## config.mk

```make
export PLATFORM = sky130hd
export DESIGN_NAME = sub1_iter
export DESIGN_NICKNAME = d
export VERILOG_FILES = /design/src/rtl/sub1_iter.sv
export SDC_FILE = /design/constraint.sdc
export NUM_CORES = 1
export LEC_CHECK = 0
export ABC_AREA = 1
export CAP_MARGIN = 20
export CELL_PAD_IN_SITES_DETAIL_PLACEMENT = 1
export CELL_PAD_IN_SITES_GLOBAL_PLACEMENT = 2
export CORE_MARGIN = 5
export CORE_UTILIZATION = 30
export CTS_CLUSTER_SIZE = 14
export DETAILED_ROUTE_END_ITERATION = 10
export MAX_ROUTING_LAYER = met4
export PLACE_DENSITY = 0.81
export SETUP_SLACK_MARGIN = 0.2
export SLEW_MARGIN = 15
export SYNTH_ARGS = -nofsm -noshare
export SYNTH_HDL_FRONTEND = slang
export SYNTH_SLANG_ARGS = --single-unit
```

## constraint.sdc

```tcl
create_clock -name clk -period 3.5 [get_ports clk]
set_input_delay 0.525 -clock clk [delete_from_list [all_inputs] [get_ports clk]]
set_output_delay 0.525 -clock clk [all_outputs]
set_load 0.05 [all_outputs]
```

## src/rtl/sub1_iter.sv

```systemverilog
// Slice-serial subtractor: Z = A - B over WIDTH/SLICE cycles behind valid/ready handshakes.
// Optional build macro SUB1_SAT_EN saturates the result on unsigned borrow or signed overflow.
module sub1_iter #(
  parameter int WIDTH = 64,
  parameter int SLICE = 16
) (
  input  logic             clk,
  input  logic             rst_n,
  input  logic             in_valid,
  output logic             in_ready,
  input  logic [WIDTH-1:0] A,
  input  logic [WIDTH-1:0] B,
  input  logic             is_signed,
  output logic             out_valid,
  input  logic             out_ready,
  output logic [WIDTH-1:0] Z,
  output logic             borrow,
  output logic             ovf
);

  localparam int NSLICE = WIDTH / SLICE;
  localparam int CW     = (NSLICE > 1) ? $clog2(NSLICE) : 1;
  localparam logic [CW-1:0] LAST_SLICE = CW'(NSLICE - 1);

  typedef enum logic [1:0] {IDLE, BUSY, DONE} state_t;

  state_t           r_state;
  state_t           w_next;
  logic             w_accept;
  logic             w_last;

  logic [WIDTH-1:0] r_a;
  logic [WIDTH-1:0] r_b;
  logic             r_signed;
  logic [CW-1:0]    r_cnt;
  logic             r_bin;
  logic [WIDTH-1:0] r_z;
  logic             r_borrow;
  logic             r_ovf;

  logic [SLICE-1:0] w_a_sl;
  logic [SLICE-1:0] w_b_sl;
  logic [SLICE-1:0] w_diff;
  logic             w_bout;
  logic             w_ovf;

  // NOTE: sequential state uses non-blocking assignments so every register samples pre-edge values.
  always_ff @(posedge clk or negedge rst_n) begin
    if (!rst_n) r_state <= IDLE;
    else        r_state <= w_next;
  end

  // NOTE: every output of this block gets a default first, so no path can infer a latch.
  always_comb begin
    w_next    = r_state;
    in_ready  = 1'b0;
    out_valid = 1'b0;
    w_accept  = 1'b0;
    w_last    = 1'b0;
    unique case (r_state)
      IDLE: begin
        in_ready = 1'b1;
        if (in_valid) begin
          w_accept = 1'b1;
          w_next   = BUSY;
        end
      end
      BUSY: begin
        if (r_cnt == LAST_SLICE) begin
          w_last = 1'b1;
          w_next = DONE;
        end
      end
      DONE: begin
        out_valid = 1'b1;
        if (out_ready) w_next = IDLE;
      end
      default: w_next = IDLE;
    endcase
  end

  // One slice per cycle; the extra top bit of the widened difference is the slice borrow-out.
  assign w_a_sl = r_a[int'(r_cnt) * SLICE +: SLICE];
  assign w_b_sl = r_b[int'(r_cnt) * SLICE +: SLICE];
  assign {w_bout, w_diff} = {1'b0, w_a_sl} - {1'b0, w_b_sl} - {{SLICE{1'b0}}, r_bin};

  // Only meaningful on the last slice, where w_diff holds the result's sign bit.
  assign w_ovf = r_signed & (r_a[WIDTH-1] ^ r_b[WIDTH-1]) & (w_diff[SLICE-1] ^ r_a[WIDTH-1]);

  // NOTE: operand and result registers are reset too, so post-reset contents are deterministic.
  always_ff @(posedge clk or negedge rst_n) begin
    if (!rst_n) begin
      r_a      <= '0;
      r_b      <= '0;
      r_signed <= 1'b0;
      r_cnt    <= '0;
      r_bin    <= 1'b0;
      r_z      <= '0;
      r_borrow <= 1'b0;
      r_ovf    <= 1'b0;
    end else if (w_accept) begin
      r_a      <= A;
      r_b      <= B;
      r_signed <= is_signed;
      r_cnt    <= '0;
      r_bin    <= 1'b0;
    end else if (r_state == BUSY) begin
      r_z[int'(r_cnt) * SLICE +: SLICE] <= w_diff;
      r_bin <= w_bout;
      r_cnt <= r_cnt + 1'b1;
      if (w_last) begin
        r_borrow <= w_bout;
        r_ovf    <= w_ovf;
`ifdef SUB1_SAT_EN
        // Whole-word assignments below take precedence over the slice write above.
        if (!r_signed && w_bout)
          r_z <= '0;
        else if (w_ovf)
          r_z <= r_a[WIDTH-1] ? {1'b1, {(WIDTH-1){1'b0}}} : {1'b0, {(WIDTH-1){1'b1}}};
`endif
      end
    end
  end

  assign Z      = r_z;
  assign borrow = r_borrow;
  assign ovf    = r_ovf;

endmodule
```

==> results.toml, run 1 <==
[outcome]
status = "finished, final reports clean"

[synthesis]
muxShareOfSynthArea_pct = 0
synth_fa_ha_area_share_pct = 4.79
synth_top_family_by_area = "simple AND/OR/NAND/NOR gates"
synth_flop_cell = "dfrtp_1"
synthSimpleGateAreaFrac_pct = 28.1
synth_top_area_share_pct = 51.5
synth_xor_area_share_pct = 1.06
synthCells = 1214
ys_warn_count = 0
mappedNetlistArea_mm2 = 0.00972
yosysSeqAreaShare_pct = 51.5
synth-compound-area-share_pct = 9.62
synth_area_leaders = "dfrtp_1 (51%), nand2_1 (22%), ha_1 (4.4%)"
async_reset_ff_share_pct = 100
yosysUniqueCellTypes = 35
syn_nets = 1383
ys_ff_latch = 200
synth_top_cell_by_area = "dfrtp_1"
avgSynthCellArea_um2 = 8.01
synth_edf_count = 0

[place]
gp_congestion = 0.902
io_buffers = 200
hpwlAfterDp_mm = 25.1

[clocking]
clkTransAtPathRegs_ps = 80
root_buffer = "clkbuf_16"
cts_max_level = 4
insertion_delay_ps = 450
cts_buffer_depth = 2
cts_tree = "yes"
cts_made_buffers = 17
cts_setup_buffers = 0
cts.sinks = 200

[setup_path]
cp-startpoint = "r_cnt[0]"
rr_endpoint = "Z[24]"
crit_required_ps = 3860
cp-end-kind = "flop"
rr_startpoint = "r_cnt[0]"
crit_arrival_ps = 3550
r2r_slack_ps = 310
cp_max_fo = 21
crit_type = "reg2reg"
reg2regPathDepth = 12
cp-start-kind = "flop"

[detailed_routing]
wire_per_inst_um = 18.1
dr.first_iter.drc_count = 537
drt_wl_total_mm = 33.6
routed_via_density = 4.77
vias = 8841
drt_first_pass_iters = 5
ant_nets = 0
drc = 0

[timing]
worst_slew_margin_rel_pct = 46.9
setup_viol = 0
drv_slew = 0
fin_skew_ps = 16.0
rsz0062_at_grt = "true"
finalCriticalPeriod_ps = 3190
worst_slew_pin_slew_ps = 797
fmax_mhz = 313
finalCritPeriodShare_pct = 91.3
hold_viol = 0
tns_ps = 0

[grt]
antenna_found_initial = 0
grt_use_total_pct = 19.3
grt_pass1_wl_mm = 53.0
grt_pass1_vias = 9333
overflow = 0
grt_max_degree = 94

[final_layout]
antenna_cells = 0
n_fill_cell = 3863
num-nets-final = 1568
drive_gt1_share_pct = 6.23
area_growth_pct = 33.5

[flow_run]
maxCapViolCount = 0

[floorplan]
dieArea_mm2 = 0.0361
die_x_um = 190
row_count = 66
io_pins = 201
coreArea_mm2 = 0.0323
die_y_um = 190
start_util_pct = 30.1

[worst_hold_path]
hold_path.class = "in2async"
placed cells by master (no fill, tap or decap), types with 9 or more instances in the layout:
| cell type | count |
|---|---|
| buf_4 | 16 |
| nor2_1 | 53 |
| nand3_1 | 27 |
| nand2_1 | 578 |
| a22o_1 | 9 |
| clkbuf_16 | 18 |
| ha_1 | 33 |
| o21ai_0 | 74 |
| o22ai_1 | 15 |
| inv_1 | 59 |
| clkdlybuf4s50_1 | 199 |
| a21oi_1 | 30 |
| dfrtp_1 | 199 |
| a32o_1 | 17 |
| nand4_1 | 9 |
area by class of cell:
cell class	count	area [µm²]	area share, %
clock buffers	19	433	3.34
clock inverters	13	178	1.37
inverters	63	241	1.86
multi-input cells	892	4280	33.0
flip-flops and latches	200	5010	38.6
well taps	442	553	4.26
repair buffers	225	2290	17.6
registers in the layout (all words and copies together), names as in the netlist:
register and cells:
r_bin 1, r_state 2, r_cnt 2, borrow 1, ovf 1, r_a 64
r_signed 1, Z 64, r_b 64
critical path, cell delays in order, from the launching register on:
cell and delay (ps):
dfrtp_2 470, inv_4 130, buf_12 160, nand2_1 70, a32o_1 250, fa_1 460
fa_2 400, o21ai_0 190, nand2_1 140, a21oi_2 220, xnor2_1 220, nand2_1 190
o31ai_1 220
cells in the mapped netlist, types with 3 or more instances:
cell type	number
a32o_1	17
buf_1	9
nand3_1	28
buf_2	14
nand2_1	579
dfrtp_1	200
clkbuf_1	35
o22ai_1	15
o21ai_0	74
a21oi_1	32
inv_1	61
ha_1	34
nor3_1	3
nor2_1	55
nand4_1	9
o31ai_1	3
xnor2_1	6
nand2_2	7
a22o_1	9
how the worst max path moves through the flow:
stage | to | slack (ps) | cells past startpoint
after floorplan | Z[24] | 440 | 12
after global placement | Z[24] | 340 | 12
after detailed placement | Z[56] | 210 | 12
after CTS | Z[56] | 260 | 12
after global routing | Z[25] | 170 | 16
final | Z[24] | 310 | 12
through the flow:
stage               instance area, µm²  setup slack, ps  cells  hold WS [ps]  util [%]
floorplan                         9720              442   1214           229         -
global placement                 12300              343   1821           459      38.1
detailed placement               12300              210   1821           464      38.1
CTS                              12900              259   1853           185      40.0
global route                     13000              165   1854           207      40.2
finish                           13000              306   1854           129      40.2
cells by family (layout without fill, tap and decap cells):
family / count (synthesis) / in the layout
XOR/XNOR: 10 / 10
buffers and inverters: 122 / 320
adder cells (fa/ha/maj): 36 / 36
AND/OR/NAND/NOR: 691 / 691
flip-flops: 200 / 200
AO/OA/AOI/OAI: 155 / 155
per-layer routing:
layer | up-vias | share of wire [%] | track usage, %
met4 | 0 | 1.6 | 4.34
met5 | - | 0 | -
li1 | 4237 | - | -
met2 | 216 | 46 | 30.3
met1 | 4364 | 48 | 26.5
met3 | 24 | 4.7 | 2.88
repair_timing:
item / CTS / global route
hold buffers: 0 / 0
pin swaps: 0 / 1
resized for setup: 1 / 13
gates cloned: 0 / 1
setup endpoints to repair: 1 / 29
Power of run 1 is left out: the tool's default activity adds up to more than one toggle a clock period on the data nets, which glitch-free logic cannot reach.
==> inputs of run 2 (changes only) <==
--- a/config.mk
+++ b/config.mk
@@ -11,6 +11,7 @@
 export CELL_PAD_IN_SITES_GLOBAL_PLACEMENT = 2
 export CORE_MARGIN = 5
 export CORE_UTILIZATION = 30
+export CTS_CLUSTER_DIAMETER = 60
 export CTS_CLUSTER_SIZE = 14
 export DETAILED_ROUTE_END_ITERATION = 10
 export MAX_ROUTING_LAYER = met4
==> results of run 2 <==
The final DEF is identical to that of run 1; final timing and power are the same.
Power of run 2 is left out for the same reason.
==> inputs of run 3 (changes only) <==
--- a/config.mk
+++ b/config.mk
@@ -14,6 +14,7 @@
 export CTS_CLUSTER_DIAMETER = 60
 export CTS_CLUSTER_SIZE = 14
 export DETAILED_ROUTE_END_ITERATION = 10
+export GPL_TIMING_DRIVEN = 0
 export MAX_ROUTING_LAYER = met4
 export PLACE_DENSITY = 0.81
 export SETUP_SLACK_MARGIN = 0.2
==> results.toml, run 3 (synthesized netlist as in run 1, its figures left out) <==
[setup_path]
rr_endpoint = "Z[56]"
cp-end-kind = "flop"
reg2regPathDepth = 12
cp-start-kind = "flop"
crit_arrival_ps = 3540
crit_type = "reg2reg"
rr_startpoint = "r_cnt[0]"
cp_max_fo = 10
crit_required_ps = 3850
r2r_slack_ps = 310

[floorplan]
row_count = 66
io_pins = 201
start_util_pct = 30.1
dieArea_mm2 = 0.0361
coreArea_mm2 = 0.0323
die_x_um = 190
die_y_um = 190

[clocking]
cts_max_level = 4
cts_buffer_depth = 2
insertion_delay_ps = 440
clkTransAtPathRegs_ps = 90
cts_made_buffers = 17
cts_tree = "yes"
root_buffer = "clkbuf_16"
cts.sinks = 200
cts_hold_buf = 0

[outcome]
status = "finished, final reports clean"

[flow_run]
maxCapViolCount = 0

[place]
placed_area_mm2 = 0.0123
gp_congestion = 0.857
io_buffers = 200
hpwlAfterDp_mm = 27.4
dpl.cell_count = 1858

[timing]
fin_skew_ps = 18.4
worst_slew_pin_slew_ps = 680
worst_slew_margin_rel_pct = 54.7
finalCritPeriodShare_pct = 91.1
drv_slew = 0
hold_viol = 0
setup_viol = 0
finalCriticalPeriod_ps = 3190
rsz0062_at_grt = "true"
fmax_mhz = 314

[detailed_routing]
ant_nets = 0
dr.first_iter.drc_count = 518
routed_via_density = 4.71
met1Wirelength_mm = 16.9
wire_per_inst_um = 18.8
drt_wl_total_mm = 35.6
vias = 8927
drc = 0
drt_first_pass_iters = 5
routed-wl-met2_mm = 16.5
met3_wirelength_mm = 1.35
top_layer_used = "met4"

[grt]
grt_pass1_vias = 9540
overflow = 0
grt_use_total_pct = 20.4
antenna_found_initial = 0
grt_max_degree = 103
grt_pass1_wl_mm = 55.3

[final_layout]
fin_area_mm2 = 0.0134
n_fill_cell = 3835
layout.cells.most_common = "nand2_1"
final_cell_mix = "nand2_1 (575), clkdlybuf4s50_1 (199), dfrtp_1 (198), inv_1 (60), o21ai_0 (58)"
num-nets-final = 1611
instances_no_fill = 1897
drive_gt1_share_pct = 10.8
antenna_cells = 0
area_growth_pct = 38.1

[worst_hold_path]
hold_path.class = "in2async"
-- run 3: final cells by class --
cell class / instances / area [µm²] / area share (%)
clock buffer: 18 / 439 / 3.27
multi-input combinational: 892 / 4500 / 33.5
sequential: 200 / 5010 / 37.3
tap: 442 / 553 / 4.12
clock inverter: 14 / 195 / 1.45
timing repair buffer: 209 / 2110 / 15.7
buffer: 59 / 378 / 2.81
inverter: 63 / 239 / 1.78
-- run 3: worst max-delay path by stage --
stage                     startpoint  endpoint  slack [ps]
after detailed placement    r_cnt[1]     Z[56]        -730
after floorplan             r_cnt[0]     Z[24]         440
after global placement         rst_n   r_a[61]       -6870
after CTS                   r_cnt[1]     Z[60]         190
after global routing        r_cnt[0]     Z[52]         190
final                       r_cnt[0]     Z[56]         310
-- run 3: stage by stage --
stage | util, % | setup TNS [ps] | hold slack, ps | setup WS (ps)
global placement | 38.0 | -1389320 | 459 | -6870
finish | 41.6 | 0 | 118 | 311
CTS | 41.0 | 0 | 130 | 192
detailed placement | 38.2 | -23010 | 461 | -728
floorplan | - | 0 | 229 | 442
global route | 41.6 | 0 | 139 | 194
-- run 3: timing repair --
| action | CTS | global route |
|---|---|---|
| gates resized for setup | 75 | 72 |
| cloned | 0 | 0 |
| endpoints found under the setup margin | 61 | 42 |
| pin swaps | 4 | 10 |
| setup buffers | 4 | 3 |
-- run 3: worst max-delay path, stage by stage (launching register included) --
cell and delay, ps:
dfrtp_2 460, buf_12 170, clkbuf_8 170, nand2_1 70, a32o_2 300, fa_2 390, fa_2 400, o21ai_0 180
nand2_1 130, a21oi_2 190, xnor2_1 240, nand2_2 160, o31ai_1 230
-- run 3: per-layer routing --
metal,track usage (%),vias to the layer above
met5,-,-
met1,27.5,4356
met4,4.92,0
met2,32.7,212
met3,2.95,32
li1,-,4327
Power of run 3 is left out for the same reason.
